### src/rtl/in_capture_pkg.sv
// Shared types and constants for the switch/button input capture path.
package in_capture_pkg;

    typedef enum logic [1:0] {
        IDLE         = 2'd0,
        WAIT_PRESS   = 2'd1,
        ACK          = 2'd2,
        WAIT_RELEASE = 2'd3
    } state_e;

    // The board pushbutton is active-low, so the idle level is 1.
    localparam logic BTN_RELEASED = 1'b1;
    localparam int   SW_W         = 16;

endpackage

### src/rtl/in_capture_if.sv
// Board-side raw inputs and the CPU IN-instruction handshake, grouped as one bus.
interface in_capture_if;
    import in_capture_pkg::*;

    logic            button_raw;
    logic [SW_W-1:0] switches_raw;
    logic            in_req;
    logic [SW_W-1:0] switches;
    logic            button_in;
    logic            in_ack;
    logic            waiting;

    modport master (
        output button_raw, switches_raw, in_req,
        input  switches, button_in, in_ack, waiting
    );

    modport slave (
        input  button_raw, switches_raw, in_req,
        output switches, button_in, in_ack, waiting
    );

endinterface

### src/rtl/in_debounce.sv
// Single-bit two-flop synchronizer plus stable-count debouncer with registered edge strobes.
module in_debounce
    import in_capture_pkg::*;
#(
    parameter int   DEBOUNCE_CYCLES = 500000,
    parameter int   CNT_W           = 20,
    parameter logic RESET_LEVEL     = BTN_RELEASED
) (
    input  logic clock,
    input  logic reset_n,
    input  logic raw,
    output logic level,
    output logic rise,
    output logic fall
);

    localparam logic [CNT_W-1:0] LP_LAST = CNT_W'(DEBOUNCE_CYCLES - 1);

    logic             r_sync1;
    logic             r_sync2;
    logic             r_level;
    logic             r_rise;
    logic             r_fall;
    logic [CNT_W-1:0] r_cnt;
    logic             w_differs;

    assign w_differs = (r_sync2 != r_level);
    assign level     = r_level;
    assign rise      = r_rise;
    assign fall      = r_fall;

    always_ff @(posedge clock) begin
        if (!reset_n) begin
            r_sync1 <= RESET_LEVEL;
            r_sync2 <= RESET_LEVEL;
            r_level <= RESET_LEVEL;
            r_rise  <= 1'b0;
            r_fall  <= 1'b0;
            r_cnt   <= '0;
        end else begin
            r_sync1 <= raw;
            r_sync2 <= r_sync1;
            r_rise  <= 1'b0;
            r_fall  <= 1'b0;
            if (!w_differs) begin
                r_cnt <= '0;
            end else if (r_cnt == LP_LAST) begin
                // This edge would make the count reach DEBOUNCE_CYCLES: accept the new level.
                r_level <= ~r_level;
                r_rise  <= ~r_level;
                r_fall  <= r_level;
                r_cnt   <= '0;
            end else begin
                r_cnt <= r_cnt + 1'b1;
            end
        end
    end

endmodule

### src/rtl/in_capture.sv
// Debounced pushbutton / slide-switch capture answering the CPU IN handshake.
//
// state        | meaning
// IDLE         | no IN pending; button presses ignored
// WAIT_PRESS   | IN pending, waiting LED on, waiting for a debounced press
// ACK          | one-cycle button_in/in_ack strobe, switches just latched
// WAIT_RELEASE | hold off further IN requests until the button is released
module in_capture
    import in_capture_pkg::*;
#(
    parameter int DEBOUNCE_CYCLES = 500000,
    parameter int CNT_W           = 20
) (
    input  logic         clock,
    input  logic         reset_n,
    in_capture_if.slave  bus
);

    logic [SW_W-1:0] r_sw_sync1;
    logic [SW_W-1:0] r_sw_sync2;
    logic [SW_W-1:0] r_switches;
    logic            r_button_in;
    logic            r_in_ack;
    logic            r_waiting;
    state_e          r_state;

    logic            w_btn_level;
    logic            w_btn_press;
    logic            w_btn_rise_unused;

    in_debounce #(
        .DEBOUNCE_CYCLES (DEBOUNCE_CYCLES),
        .CNT_W           (CNT_W),
        .RESET_LEVEL     (BTN_RELEASED)
    ) u_btn (
        .clock   (clock),
        .reset_n (reset_n),
        .raw     (bus.button_raw),
        .level   (w_btn_level),
        .rise    (w_btn_rise_unused),
        .fall    (w_btn_press)
    );

    assign bus.switches  = r_switches;
    assign bus.button_in = r_button_in;
    assign bus.in_ack    = r_in_ack;
    assign bus.waiting   = r_waiting;

    always_ff @(posedge clock) begin
        if (!reset_n) begin
            r_sw_sync1 <= '0;
            r_sw_sync2 <= '0;
        end else begin
            r_sw_sync1 <= bus.switches_raw;
            r_sw_sync2 <= r_sw_sync1;
        end
    end

    // Outputs are registered alongside the state so they are glitch-free Moore outputs.
    always_ff @(posedge clock) begin
        if (!reset_n) begin
            r_state     <= IDLE;
            r_switches  <= '0;
            r_button_in <= 1'b0;
            r_in_ack    <= 1'b0;
            r_waiting   <= 1'b0;
        end else begin
            r_button_in <= 1'b0;
            r_in_ack    <= 1'b0;
            case (r_state)
                IDLE: begin
                    if (bus.in_req) begin
                        r_state   <= WAIT_PRESS;
                        r_waiting <= 1'b1;
                    end
                end
                WAIT_PRESS: begin
                    // An abort takes priority over a press arriving on the same edge.
                    if (!bus.in_req) begin
                        r_state   <= IDLE;
                        r_waiting <= 1'b0;
                    end else if (w_btn_press) begin
                        r_state     <= ACK;
                        r_waiting   <= 1'b0;
                        r_button_in <= 1'b1;
                        r_in_ack    <= 1'b1;
                        r_switches  <= r_sw_sync2;
                    end
                end
                ACK: begin
                    r_state <= WAIT_RELEASE;
                end
                WAIT_RELEASE: begin
                    if (w_btn_level == BTN_RELEASED) begin
                        r_state <= IDLE;
                    end
                end
                default: begin
                    r_state   <= IDLE;
                    r_waiting <= 1'b0;
                end
            endcase
        end
    end

endmodule
### src/flat_wrapper.sv
// flat-port wrapper written by rule: the top's interface ports become plain ports
module in_capture_flat import in_capture_pkg::*;
#(
    parameter int DEBOUNCE_CYCLES = 500000,
    parameter int CNT_W           = 20
)
  (clock, reset_n, bus_button_raw, bus_switches_raw, bus_in_req, bus_switches, bus_button_in, bus_in_ack, bus_waiting);
  in_capture_if bus_i ();
  input  logic clock;
  input  logic reset_n;
  input wire logic [$bits(bus_i.button_raw)-1:0] bus_button_raw;
  input wire logic [$bits(bus_i.switches_raw)-1:0] bus_switches_raw;
  input wire logic [$bits(bus_i.in_req)-1:0] bus_in_req;
  output wire logic [$bits(bus_i.switches)-1:0] bus_switches;
  output wire logic [$bits(bus_i.button_in)-1:0] bus_button_in;
  output wire logic [$bits(bus_i.in_ack)-1:0] bus_in_ack;
  output wire logic [$bits(bus_i.waiting)-1:0] bus_waiting;
  assign bus_i.button_raw = bus_button_raw;
  assign bus_i.switches_raw = bus_switches_raw;
  assign bus_i.in_req = bus_in_req;
  assign bus_switches = bus_i.switches;
  assign bus_button_in = bus_i.button_in;
  assign bus_in_ack = bus_i.in_ack;
  assign bus_waiting = bus_i.waiting;
  in_capture #(.DEBOUNCE_CYCLES(DEBOUNCE_CYCLES), .CNT_W(CNT_W)) u_core (.clock(clock), .reset_n(reset_n), .bus(bus_i));
endmodule
### config.mk
export PLATFORM = sky130hd
export DESIGN_NAME = in_capture_flat
export DESIGN_NICKNAME = d
export VERILOG_FILES = /design/src/rtl/in_capture_pkg.sv /design/src/rtl/in_capture_if.sv /design/src/rtl/in_debounce.sv /design/src/rtl/in_capture.sv /design/src/flat_wrapper.sv
export SDC_FILE = /design/constraint.sdc
export NUM_CORES = 1
export LEC_CHECK = 0
export CAP_MARGIN = 20
export CORE_MARGIN = 1
export CORE_UTILIZATION = 53
export DETAILED_ROUTE_END_ITERATION = 12
export PLACE_DENSITY = 0.78
export SLEW_MARGIN = 20
export SYNTH_ARGS = -nofsm -noshare
export SYNTH_HDL_FRONTEND = slang
export SYNTH_SLANG_ARGS = --single-unit
### constraint.sdc
create_clock -name clock -period 2.3 [get_ports clock]
set_clock_uncertainty 0.15 [all_clocks]
set_input_delay 0.46 -clock clock [delete_from_list [all_inputs] [get_ports clock]]
set_output_delay 0.46 -clock clock [all_outputs]
set_load 0.03 [all_outputs]
# Word level (Yosys, flattened, before mapping)
# Index checks and enable logic that the tools add are counted.
[totals]
reg_bits = 76
in_bits = 20
output_inout_bits = 19
wordCells = 42
[classes]
add_sub_neg = 1
n_eq_ne = 8
n_mux = 10
bitwise = 3
reduce_logical = 9
[ops]
columns = ["op", "count"]
rows = [
  ["$add A20 B1 Y20 const B", 1],
  ["$eq A20 B19 Y1 const B", 1],
  ["$reduce_and A3 Y1", 5],
  ["$mux W2", 4],
  ["$pmux W2 S4", 1],
  ["$eq A2 B2 Y1 const B", 2],
  ["$mux W1", 4],
  ["$ne A2 B2 Y1 const B", 2],
  ["$ne A3 B3 Y1 const B", 1],
  ["$not A1 Y1", 3],
  ["$reduce_or A3 Y1", 1],
  ["$eq A2 B1 Y1 const B", 1],
  ["$logic_not A2 Y1", 1],
  ["$pmux W1 S2", 1],
  ["$reduce_and A2 Y1", 1],
  ["$reduce_bool A2 Y1", 1],
  ["$ne A1 B1 Y1", 1],
]

# Logic depth before layout (Yosys ltp)
[depth]
depth_word = 3
mapped_depth = 6
mapped_depth_nobuf = 5

# Modules after synthesis
# A second synthesis with hierarchy kept.
[unflattened]
hier_cells = 278
hier_area_um2 = 2773.9
[by_module_without_submodules]
columns = ["mod", "instances", "cells_per_inst", "area_per_inst_um2", "seq_area_each_um2"]
rows = [
  ["in_capture", 1, 157, 1696.6, 1041.0],
  ["in_debounce", 1, 121, 1077.3, 500.5],
]

# Worst setup path after synthesis
# Ideal clock, no wire load.
[synth_timing]
path_type = "reg-to-reg"
from = "register u_core.u_btn.r_cnt[0]"
to = "register u_core.u_btn.r_cnt[10]"
setup_time_ps = 115
arrival_ps = 1493
required_time_ps = 2035
setup_slack_ps = 542
path_stages_with_launch = 7
n_path_buf = 1
path_cell_list = "dfxtp_1 > ha_1 > and3_1 > nand4_1 > o211ai_4 > buf_6 > nor2_1"
[synth_between]
elab_chain_cells = 2
elab_cells_between_ends = 3
classes_between = "add/sub: 1; eq/ne: 1; reduce/logical: 1"
[synth_lines]
columns = ["item", "line", "text"]
rows = [
  ["start: declaration", "in_debounce.sv:24", "logic [CNT_W-1:0] r_cnt;"],
  ["start signal: assignment", "in_debounce.sv:54", "r_cnt <= r_cnt + 1'b1;"],
  ["branches (longest 2 deep; another with $add A20 B1 Y20)", "n/a", ""],
]
# Parallel ways; which one is timed is not known.
# A chain may end at the register's enable or synchronous reset.

# Final worst setup path
[layout_timing]
from = "register u_core.u_btn.r_cnt[0]"
to = "register u_core.u_btn.r_cnt[12]"
# The elaborated chain is that of the path after synthesis.

==> results.json <==
{
  "crit_fanout": 19,
  "drv_slew": 0,
  "diodes": 0,
  "slowest_stage": "o211ai_4",
  "max_freq_ghz": 0.488,
  "ys_types": 35,
  "ios": 39,
  "finalSetupTns_ns": 0,
  "viasPerCell": 4.98,
  "vias": 1954,
  "rsz0062_at_grt": "no",
  "grt_pass1_vias": 1812,
  "critPathRequiredTime_ns": 2.36,
  "port_buffers": 38,
  "post-route-drc-count": 0,
  "dr.pass1.iters": 4,
  "power_leakage_nw": 1.19,
  "final_common_cell": "dfxtp_1",
  "status": "finished, final reports clean",
  "layout_common_cells": "dfxtp_1, nand2_1, clkdlybuf4s50_1, and2_1, nor2_1",
  "synth_area_leaders": "dfxtp_1, and2_1, nand2_1, a21boi_0, xnor2_1",
  "synthesis.instances": 276,
  "ys_async_sr_fraction": 0,
  "antenna_found_initial": 0,
  "drt-initial-drc-count": 82,
  "syn_area_mm2": 0.00271,
  "syn_area_per_cell_um2": 9.82,
  "synth_ff_type": "dfxtp_1",
  "routed_wl_um": 4500,
  "r2r-start": "u_core.u_btn.r_cnt[0]",
  "finalCritPeriodShare": 0.890,
  "setup_viol": 0,
  "hp-class": "flop to flop",
  "power_density_mw_per_mm2": 727,
  "synth-seq-cells": 76,
  "crit_arrival_ns": 2.11,
  "crit_chain": "ha_1, and3_1, nand4_1, o211ai_4, nor2_1",
  "rr_worst_depth": 5,
  "grt.overflow.total": 0,
  "critical_path.top_delay_family": "simple AND/OR/NAND/NOR gates",
  "maxSlewHeadroom": 0.629,
  "coreArea_mm2": 0.00482,
  "final_area_mm2": 0.00337,
  "dpl_cell_area_mm2": 0.00317,
  "ys_seq_area_frac": 0.561,
  "r2r-end": "u_core.u_btn.r_cnt[12]",
  "r2r_slack_ns": 0.25,
  "die-area_mm2": 0.00540,
  "post_cts_resized": 0,
  "synth_top_area_share": 0.561,
  "synth_nets": 297,
  "area_growth_pct": 24.4,
  "start_util": 0.563,
  "num-fill-cells": 391,
  "nNetsFinal": 341,
  "criticalPathCategory": "flop to flop",
  "min_from": "u_core.u_btn.r_sync1",
  "place_hpwl_um": 2980,
  "cts.path.max_buffers": 2,
  "drive_above_1_share": 0.0892,
  "endpoint": "u_core.u_btn.r_cnt[12]",
  "synth-edff-count": 0,
  "cp_num_buf_inv": 0,
  "final_hold_viol_count": 0,
  "grt_use_total": 0.189,
  "post_drt_wl_per_cell_um": 11.5,
  "start_kind": "flop",
  "synth_top_cell_by_area": "dfxtp_1",
  "ant_nets": 0,
  "numCtsBuffers": 9,
  "ir_drop_mv": 0.414,
  "fin_cells": 392,
  "utilization": 0.700,
  "cts_setup_buffers": 0,
  "grt_max_degree": 46,
  "dpl.cell_count": 376,
  "clkSlewWorstSetupHoldPaths_ns": 0.07,
  "clock_latency_ns": 0.34,
  "gp_congestion": 0.786,
  "tightest_slew_ns": 0.554,
  "h-tree-depth": 3,
  "cp-startpoint": "u_core.u_btn.r_cnt[0]",
  "cp-end-kind": "flop",
  "fp-row-count": 25,
  "cts_hold_buffers": 0,
  "yosys_warnings": 0,
  "fin_crit_ns": 2.05,
  "die_w_um": 73.5,
  "cts_tree": "yes",
  "timing.max_cap.violations": 0,
  "clkSinkCount": 76,
  "die_h_um": 73.5,
  "grt_pass1_wl_um": 7660,
  "max_stage_delay_ns": 0.55,
  "cts_root_buf": "clkbuf_8",
  "crit_cells": 5
}
[state kept, by name, summed over array words and instances (netlist names), named ones only]
name                  flops
u_core.bus.switches      16
u_core.u_btn.level        1
u_core.u_btn.r_cnt       20
u_core.r_sw_sync2        16
u_core.u_btn.fall         1
u_core.r_sw_sync1        16
u_core.u_btn.r_sync2      1
u_core.bus.button_in      1
u_core.u_btn.r_sync1      1
u_core.bus.waiting        1
u_core.r_state            1
[Yosys cell counts (2+ instances only)]
cell type   n
nand2_1    41
clkbuf_1    8
nand2b_1    2
dfxtp_1    76
nor2_1     19
or3_1       2
buf_6       3
a21boi_0   17
nor3_1      3
and2_1     36
nor2b_1     3
and4_1      2
inv_1       4
o21ai_0     5
xor2_1      6
nand3_1     7
a21oi_1     2
and3_1      2
nand4_1     8
nor4_1      6
xnor2_1    10
[worst reg2reg max path: cells and delay by family (launching register included)]
kind                       cells  cell delay [ns]
AOI/OAI and AO/OA              1             0.55
DFF                            1             0.40
adders and majority gates      1             0.23
and+or+nand+nor                3             0.60
[area by class of cell]
| cell class | instances | area (um^2) | share of cell area |
|---|---|---|---|
| Clock buffer | 11 | 141 | 0.0419 |
| Clock inverter | 5 | 58.8 | 0.0174 |
| Inverter | 4 | 15.0 | 0.00445 |
| Multi-Input combinational cell | 183 | 1100 | 0.326 |
| Sequential cell | 76 | 1520 | 0.451 |
| Tap cell | 67 | 83.8 | 0.0249 |
| Timing Repair Buffer | 46 | 453 | 0.134 |
[through the flow]
stage	setup slack (ns)	hold WS, ns	total power (W)
finish	0.252	0.263	0.00245
global route	0.122	0.280	0.00254
detailed placement	0.198	0.252	0.00147
CTS	0.253	0.270	0.00247
global placement	0.280	0.249	0.00147
floorplan	0.542	0.236	0.00143
[routing by layer]
layer / up-vias / share of wire / global-route usage
met4: 0 / 0.018 / 0.120
li1: 1000 / - / -
met5: - / 0 / 0
met1: 901 / 0.47 / 0.219
met3: 9 / 0.042 / 0.0466
met2: 44 / 0.47 / 0.311
[kinds of logic (layout without fill, tap and decap cells)]
group,Yosys count,in the layout,synth area share
compound gates,28,28,0.0776
flops,76,76,0.561
xor+xnor,16,16,0.0517
fa+ha+maj,1,1,0.00462
buf+inv,17,66,0.0337
simple gates,138,138,0.271
[report_power, final]
group	switching [W]	leakage (nW)	total [W]	internal [W]
Combinational	0.0000307	0.477	0.0000869	0.0000562
Clock	0.000477	0.0959	0.00101	0.000533
Sequential	0.00000852	0.620	0.00135	0.00135
[worst min path at each step]
stage	end	slack (ns)	cells after the start
after floorplan	u_core.u_btn.r_sync2	0.24	1
after global placement	u_core.u_btn.r_sync2	0.25	1
after detailed placement	u_core.u_btn.r_sync2	0.25	1
after CTS	u_core.u_btn.r_sync2	0.27	1
after global routing	u_core.u_btn.r_sync2	0.28	1
final	u_core.u_btn.r_sync2	0.26	1
No activity file was read; power rests on OpenSTA's default activity.
==> variant 1, RTL diff (same flow settings) <==
Change the package constant `SW_W` from 16 to 32.
--- a/src/rtl/in_capture_pkg.sv
+++ b/src/rtl/in_capture_pkg.sv
@@ -10,7 +10,7 @@
 
     // The board pushbutton is active-low, so the idle level is 1.
     localparam logic BTN_RELEASED = 1'b1;
-    localparam int   SW_W         = 16;
+    localparam int   SW_W         = 32;
 
 endpackage
 
Ports: changed (resized bus_switches and bus_switches_raw); port bits go from 39 to 71. No check against the original RTL was run, so the function may have changed too.
==> variant 1 against the original RTL <==
Clock power rose to 2.7 times the old value. Total power up 110%. Design area up 65%. Area after synthesis up 53%. Sequential cell count up 48. Routed wire length up 70%. Fmax down 5.2%. Critical path depth down 4. Synthesized cell count up 50%. Final cell count up 53%. Non-clock buffer count up 32. Worst setup slack worse by 0.11 ns.
==> variant 1: results (changes against the original RTL) <==
{| class="wikitable"
! Metric !! Value
|-
| Syn_nets || 450 (was 297)
|-
| Crit path max fanout || 3 (was 19)
|-
| HPWL reported at the end of detailed placement || 4720 um (was 2980 um)
|-
| Final estimated routing congestion in global placement || 0.840 (was 0.786)
|-
| Via-to-Cell Ratio || 4.94 (was 4.98)
|-
| Cell class contributing the biggest share of worst-path delay || buffers and inverters (was simple AND/OR/NAND/NOR gates)
|-
| Slowest cell on the critical path || clkdlybuf4s50_1 (was o211ai_4)
|-
| Total number of nets in the final design || 525 (was 341)
|-
| Deepest level of the CTS H-tree || 4 (was 3)
|-
| Status || finished, final reports clean (unchanged)
|-
| Net switching component of the power || 1090 uW (was 516 uW)
|-
| Type of the tightest min-delay check || in -> reg (was reg -> reg)
|-
| Leading cell types by count after synthesis || 124 x dfxtp_1, 73 x nand2_1, 68 x and2_1 (was 76 x dfxtp_1, 41 x nand2_1, 36 x and2_1)
|-
| First-pass GRT wire length || 13200 um (was 7660 um)
|-
| Sequential fraction of the synthesis area || 59.9% (was 56.1%)
|-
| Avg WL per Cell || 12.8 um (was 11.5 um)
|-
| Inserted Clock Buffers || 17 (was 9)
|-
| Leakage dissipation || 0.00203 uW (was 0.00119 uW)
|-
| Number of global-route vias before repair || 2841 (was 1812)
|-
| Worst setup path start || u_core.bus.waiting (was u_core.u_btn.r_cnt[0])
|-
| Maximum VDD drop || 0.000635 V (was 0.000414 V)
|-
| Fraction of final layout cells sized beyond drive strength 1 || 9.58% (was 8.92%)
|-
| Slew of the pin with the lowest slew margin || 0.550 ns (was 0.554 ns)
|-
| Number of DRC markers after the initial detailed-route iteration || 112 (was 82)
|-
| Port bufs || 70 (was 38)
|-
| Start point of the worst min-delay path || reset_n (was u_core.u_btn.r_sync1)
|-
| Insertion delay of the later-clocked pin in the worst-skew pair || 0.51 ns (was 0.34 ns)
|}
[variant 1: changes by cell type after synthesis]
cell / before / now
clkbuf_1: 8 / 16
nand2_1: 41 / 73
dfxtp_1: 76 / 124
and2_1: 36 / 68
buf_2: 1 / 2
a21boi_0: 17 / 33
[variant 1: power groups by stage]
stage	Combinational [uW]	Sequential [uW]	Clock (uW)
2_1_floorplan	66.0	2260	0
3_3_place_gp	144	2260	0
3_5_place_dp	146	2270	0
4_1_cts	149	2220	2750
5_1_grt	163	2220	2850
6_report	146	2220	2710
[variant 1: logic make-up after synthesis]
group,share of synthesized area [%]
flops,59.9
xor+xnor,3.38
simple gates,25.4
compound gates,7.97
fa+ha+maj,0.302
buf+inv,3.05
[variant 1: layer usage]
metal / share of wire, % / track usage [%] / wire [um]
met1: 45 / 24.6 / 3450
met2: 49 / 33.0 / 3770
met3: 3.8 / 7.24 / 291
met4: 2.1 / 9.81 / 162
met5: 0 / 0 / 0
[variant 1: layout make-up]
type	instances	area [um2]	area share, %
timing repair buffer	78	781	14.1
multi-input combinational	263	1540	27.7
clock inverter	15	198	3.56
inverter	4	15.0	0.270
tap	99	124	2.23
sequential	124	2480	44.7
clock buffer	17	414	7.46
[variant 1: final timing paths]
kind,depth (start not counted),slack [ns],endpoint
setup / recovery,1,0.14,bus_waiting
hold / removal,2,0.20,u_core.u_btn.r_sync1
setup reg to reg,5,0.25,u_core.u_btn.r_cnt[12]
hold reg to reg,1,0.28,u_core.u_btn.r_sync2
[variant 1: stage by stage]
step | setup slack, ns | power [uW] | area [um2] | instances
finish | 0.140 | 5070 | 5550 | 600
global route | 0.0735 | 5240 | 5550 | 600
CTS | 0.114 | 5120 | 5550 | 600
detailed placement | 0.224 | 2410 | 4940 | 568
global placement | 0.325 | 2410 | 4940 | 568
floorplan | 0.542 | 2330 | 4150 | 413
==> variant 2, RTL diff (same settings) <==
Without the edit above. Encoding of `state_e`: now Gray code (2 bits for 4 states).
--- a/src/rtl/in_capture_pkg.sv
+++ b/src/rtl/in_capture_pkg.sv
@@ -2,10 +2,10 @@
 package in_capture_pkg;
 
     typedef enum logic [1:0] {
-        IDLE         = 2'd0,
-        WAIT_PRESS   = 2'd1,
-        ACK          = 2'd2,
-        WAIT_RELEASE = 2'd3
+        IDLE         = 2'b00,
+        WAIT_PRESS   = 2'b01,
+        ACK          = 2'b11,
+        WAIT_RELEASE = 2'b10
     } state_e;
 
     // The board pushbutton is active-low, so the idle level is 1.
Behaviour: same outputs for any inputs over 10 cycles, from zero or initial values and one cycle with reset_n low; not proved beyond that.
==> variant 2 against the original RTL <==
Design area grew 0.45%. Critical path type unchanged. Routed wire length is 7.7% higher. Worst setup slack lost 0.098 ns. Area after synthesis is 1.2% lower. Largest power group unchanged. Total power grew 4.2%. Worst hold slack improved by 0.0086 ns. Count of clock-buffer cells in the layout fell by 1. Sequential cell count unchanged.
==> variant 2: results (changes against the original RTL) <==
{| class="wikitable"
! Metric !! Value
|-
| Placed cell area || 3160 um2 (was 3170 um2)
|-
| Post-route standard cell area excluding fillers || 3390 um2 (was 3370 um2)
|-
| Fraction of final layout cells sized beyond drive strength 1 || 9.85% (was 8.92%)
|-
| Crit path max fanout || 5 (was 19)
|-
| Leakage dissipation || 0.00119 uW (about the same)
|-
| Largest net degree at the start of global routing || 57 (was 46)
|-
| HPWL reported at the end of detailed placement || 3190 um (was 2980 um)
|-
| First-pass GRT wire length || 8200 um (was 7660 um)
|-
| Worst hold slack || 0.271 ns (was 0.263 ns)
|-
| Multi-input logic area || 1090 um2 (was 1100 um2)
|-
| Number of cells traversed by the worst register-to-register path || 6 (was 5)
|-
| ClkCell Share || 6.65% (was 5.94%)
|-
| ANT cells || 0 (unchanged)
|-
| Number of global-route vias before repair || 1858 (was 1812)
|-
| Worst flop-to-flop path endpoint || u_core.u_btn.r_cnt[18] (was u_core.u_btn.r_cnt[12])
|-
| Maximum VDD drop || 0.000588 V (was 0.000414 V)
|-
| Total routing resource utilization after global routing || 20.5% (was 18.9%)
|-
| Count of distinct cell types in the synthesized netlist || 34 (was 35)
|-
| Share of the synthesized area in compound gates (AO/OA/AOI/OAI) || 6.73% (was 7.76%)
|-
| Number of warnings printed during yosys synthesis || 0 (unchanged)
|-
| Register-to-register path setup slack || 0.15 ns (was 0.25 ns)
|-
| Clock buf count || 10 (was 11)
|-
| Start point of the worst min-delay path || u_core.u_btn.r_sync1 (unchanged)
|-
| Cell area after technology mapping || 2680 um2 (was 2710 um2)
|-
| Final estimated routing congestion in global placement || 0.855 (was 0.786)
|-
| Post-Synth Adder-Cell Area || 0.468% (was 0.462%)
|-
| Arrival time at the worst endpoint || 2.26 ns (was 2.11 ns)
|-
| Count of multi-input gates || 182 (was 183)
|-
| Sink of the worst hold path || u_core.u_btn.r_sync2 (unchanged)
|-
| Ranking of synthesized cells by area || dfxtp_1 57%, and2_1 8.2%, nand2_1 5.8% (was dfxtp_1 56%, and2_1 8.3%, nand2_1 5.7%)
|-
| Status || finished, final reports clean (unchanged)
|-
| Filler Cell Count || 388 (was 391)
|-
| Total number of vias || 1956 (was 1954)
|-
| Hold Path Stages || 1 (unchanged)
|-
| Number of DRC markers after the initial detailed-route iteration || 140 (was 82)
|-
| Slew of the pin with the lowest slew margin || 0.658 ns (was 0.554 ns)
|-
| Avg WL per Cell || 12.4 um (was 11.5 um)
|-
| Syn_nets || 295 (was 297)
|-
| Buffering overhead || 13.2% (was 13.4%)
|-
| Count of non-CTS buffers in the layout || 47 (was 46)
|-
| Sequential fraction of the synthesis area || 56.8% (was 56.1%)
|-
| Leading cell types by count after synthesis || 76 x dfxtp_1, 41 x nand2_1, 35 x and2_1 (was 76 x dfxtp_1, 41 x nand2_1, 36 x and2_1)
|}
## variant 2: metrics by stage
step	setup slack [ns]	std cells
6_report	0.154	392
5_1_grt	0.0398	392
2_1_floorplan	0.346	274
3_5_place_dp	0.0838	376
4_1_cts	0.0458	392
3_3_place_gp	0.149	376
## variant 2: critical path, cell delays in order (launching register included)
cell and delay [ns]:
dfxtp_1 0.40, ha_1 0.19, buf_4 0.13, nand4_2 0.15, or3_4 0.44, or4_1 0.47, a21oi_1 0.15
## variant 2: worst max-delay path by stage
stage	from	to
after CTS	u_core.u_btn.r_cnt[0]	u_core.u_btn.r_cnt[3]
after detailed placement	u_core.u_btn.r_cnt[0]	u_core.u_btn.r_cnt[3]
after global routing	u_core.u_btn.r_cnt[0]	u_core.u_btn.r_cnt[18]
after global placement	u_core.u_btn.r_cnt[0]	u_core.u_btn.r_cnt[3]
after floorplan	u_core.u_btn.r_cnt[0]	u_core.u_btn.r_cnt[18]
final	u_core.u_btn.r_cnt[0]	u_core.u_btn.r_cnt[18]
## variant 2: metal layers
| layer | track usage [%] | share of wire [%] | wire, um |
|---|---|---|---|
| met5 | 0 | 0 | 0 |
| met4 | 12.2 | 2.8 | 135 |
| met3 | 4.14 | 4.2 | 205 |
| met2 | 32.7 | 46 | 2210 |
| met1 | 25.6 | 47 | 2300 |
## variant 2: kinds of logic after synthesis
| logic type | count (synthesis) |
|---|---|
| compound gates | 26 |
| xor+xnor | 16 |
| fa+ha+maj | 1 |
| buf+inv | 16 |
| flops | 76 |
| mux | 2 |
| simple gates | 137 |
## variant 2: report_power, final
group / leakage, uW / switching (uW) / internal, uW / total, uW
clock network: 0.000105 / 476 / 638 / 1110
logic: 0.000460 / 30.6 / 52.7 / 83.3
registers: 0.000620 / 9.32 / 1350 / 1350
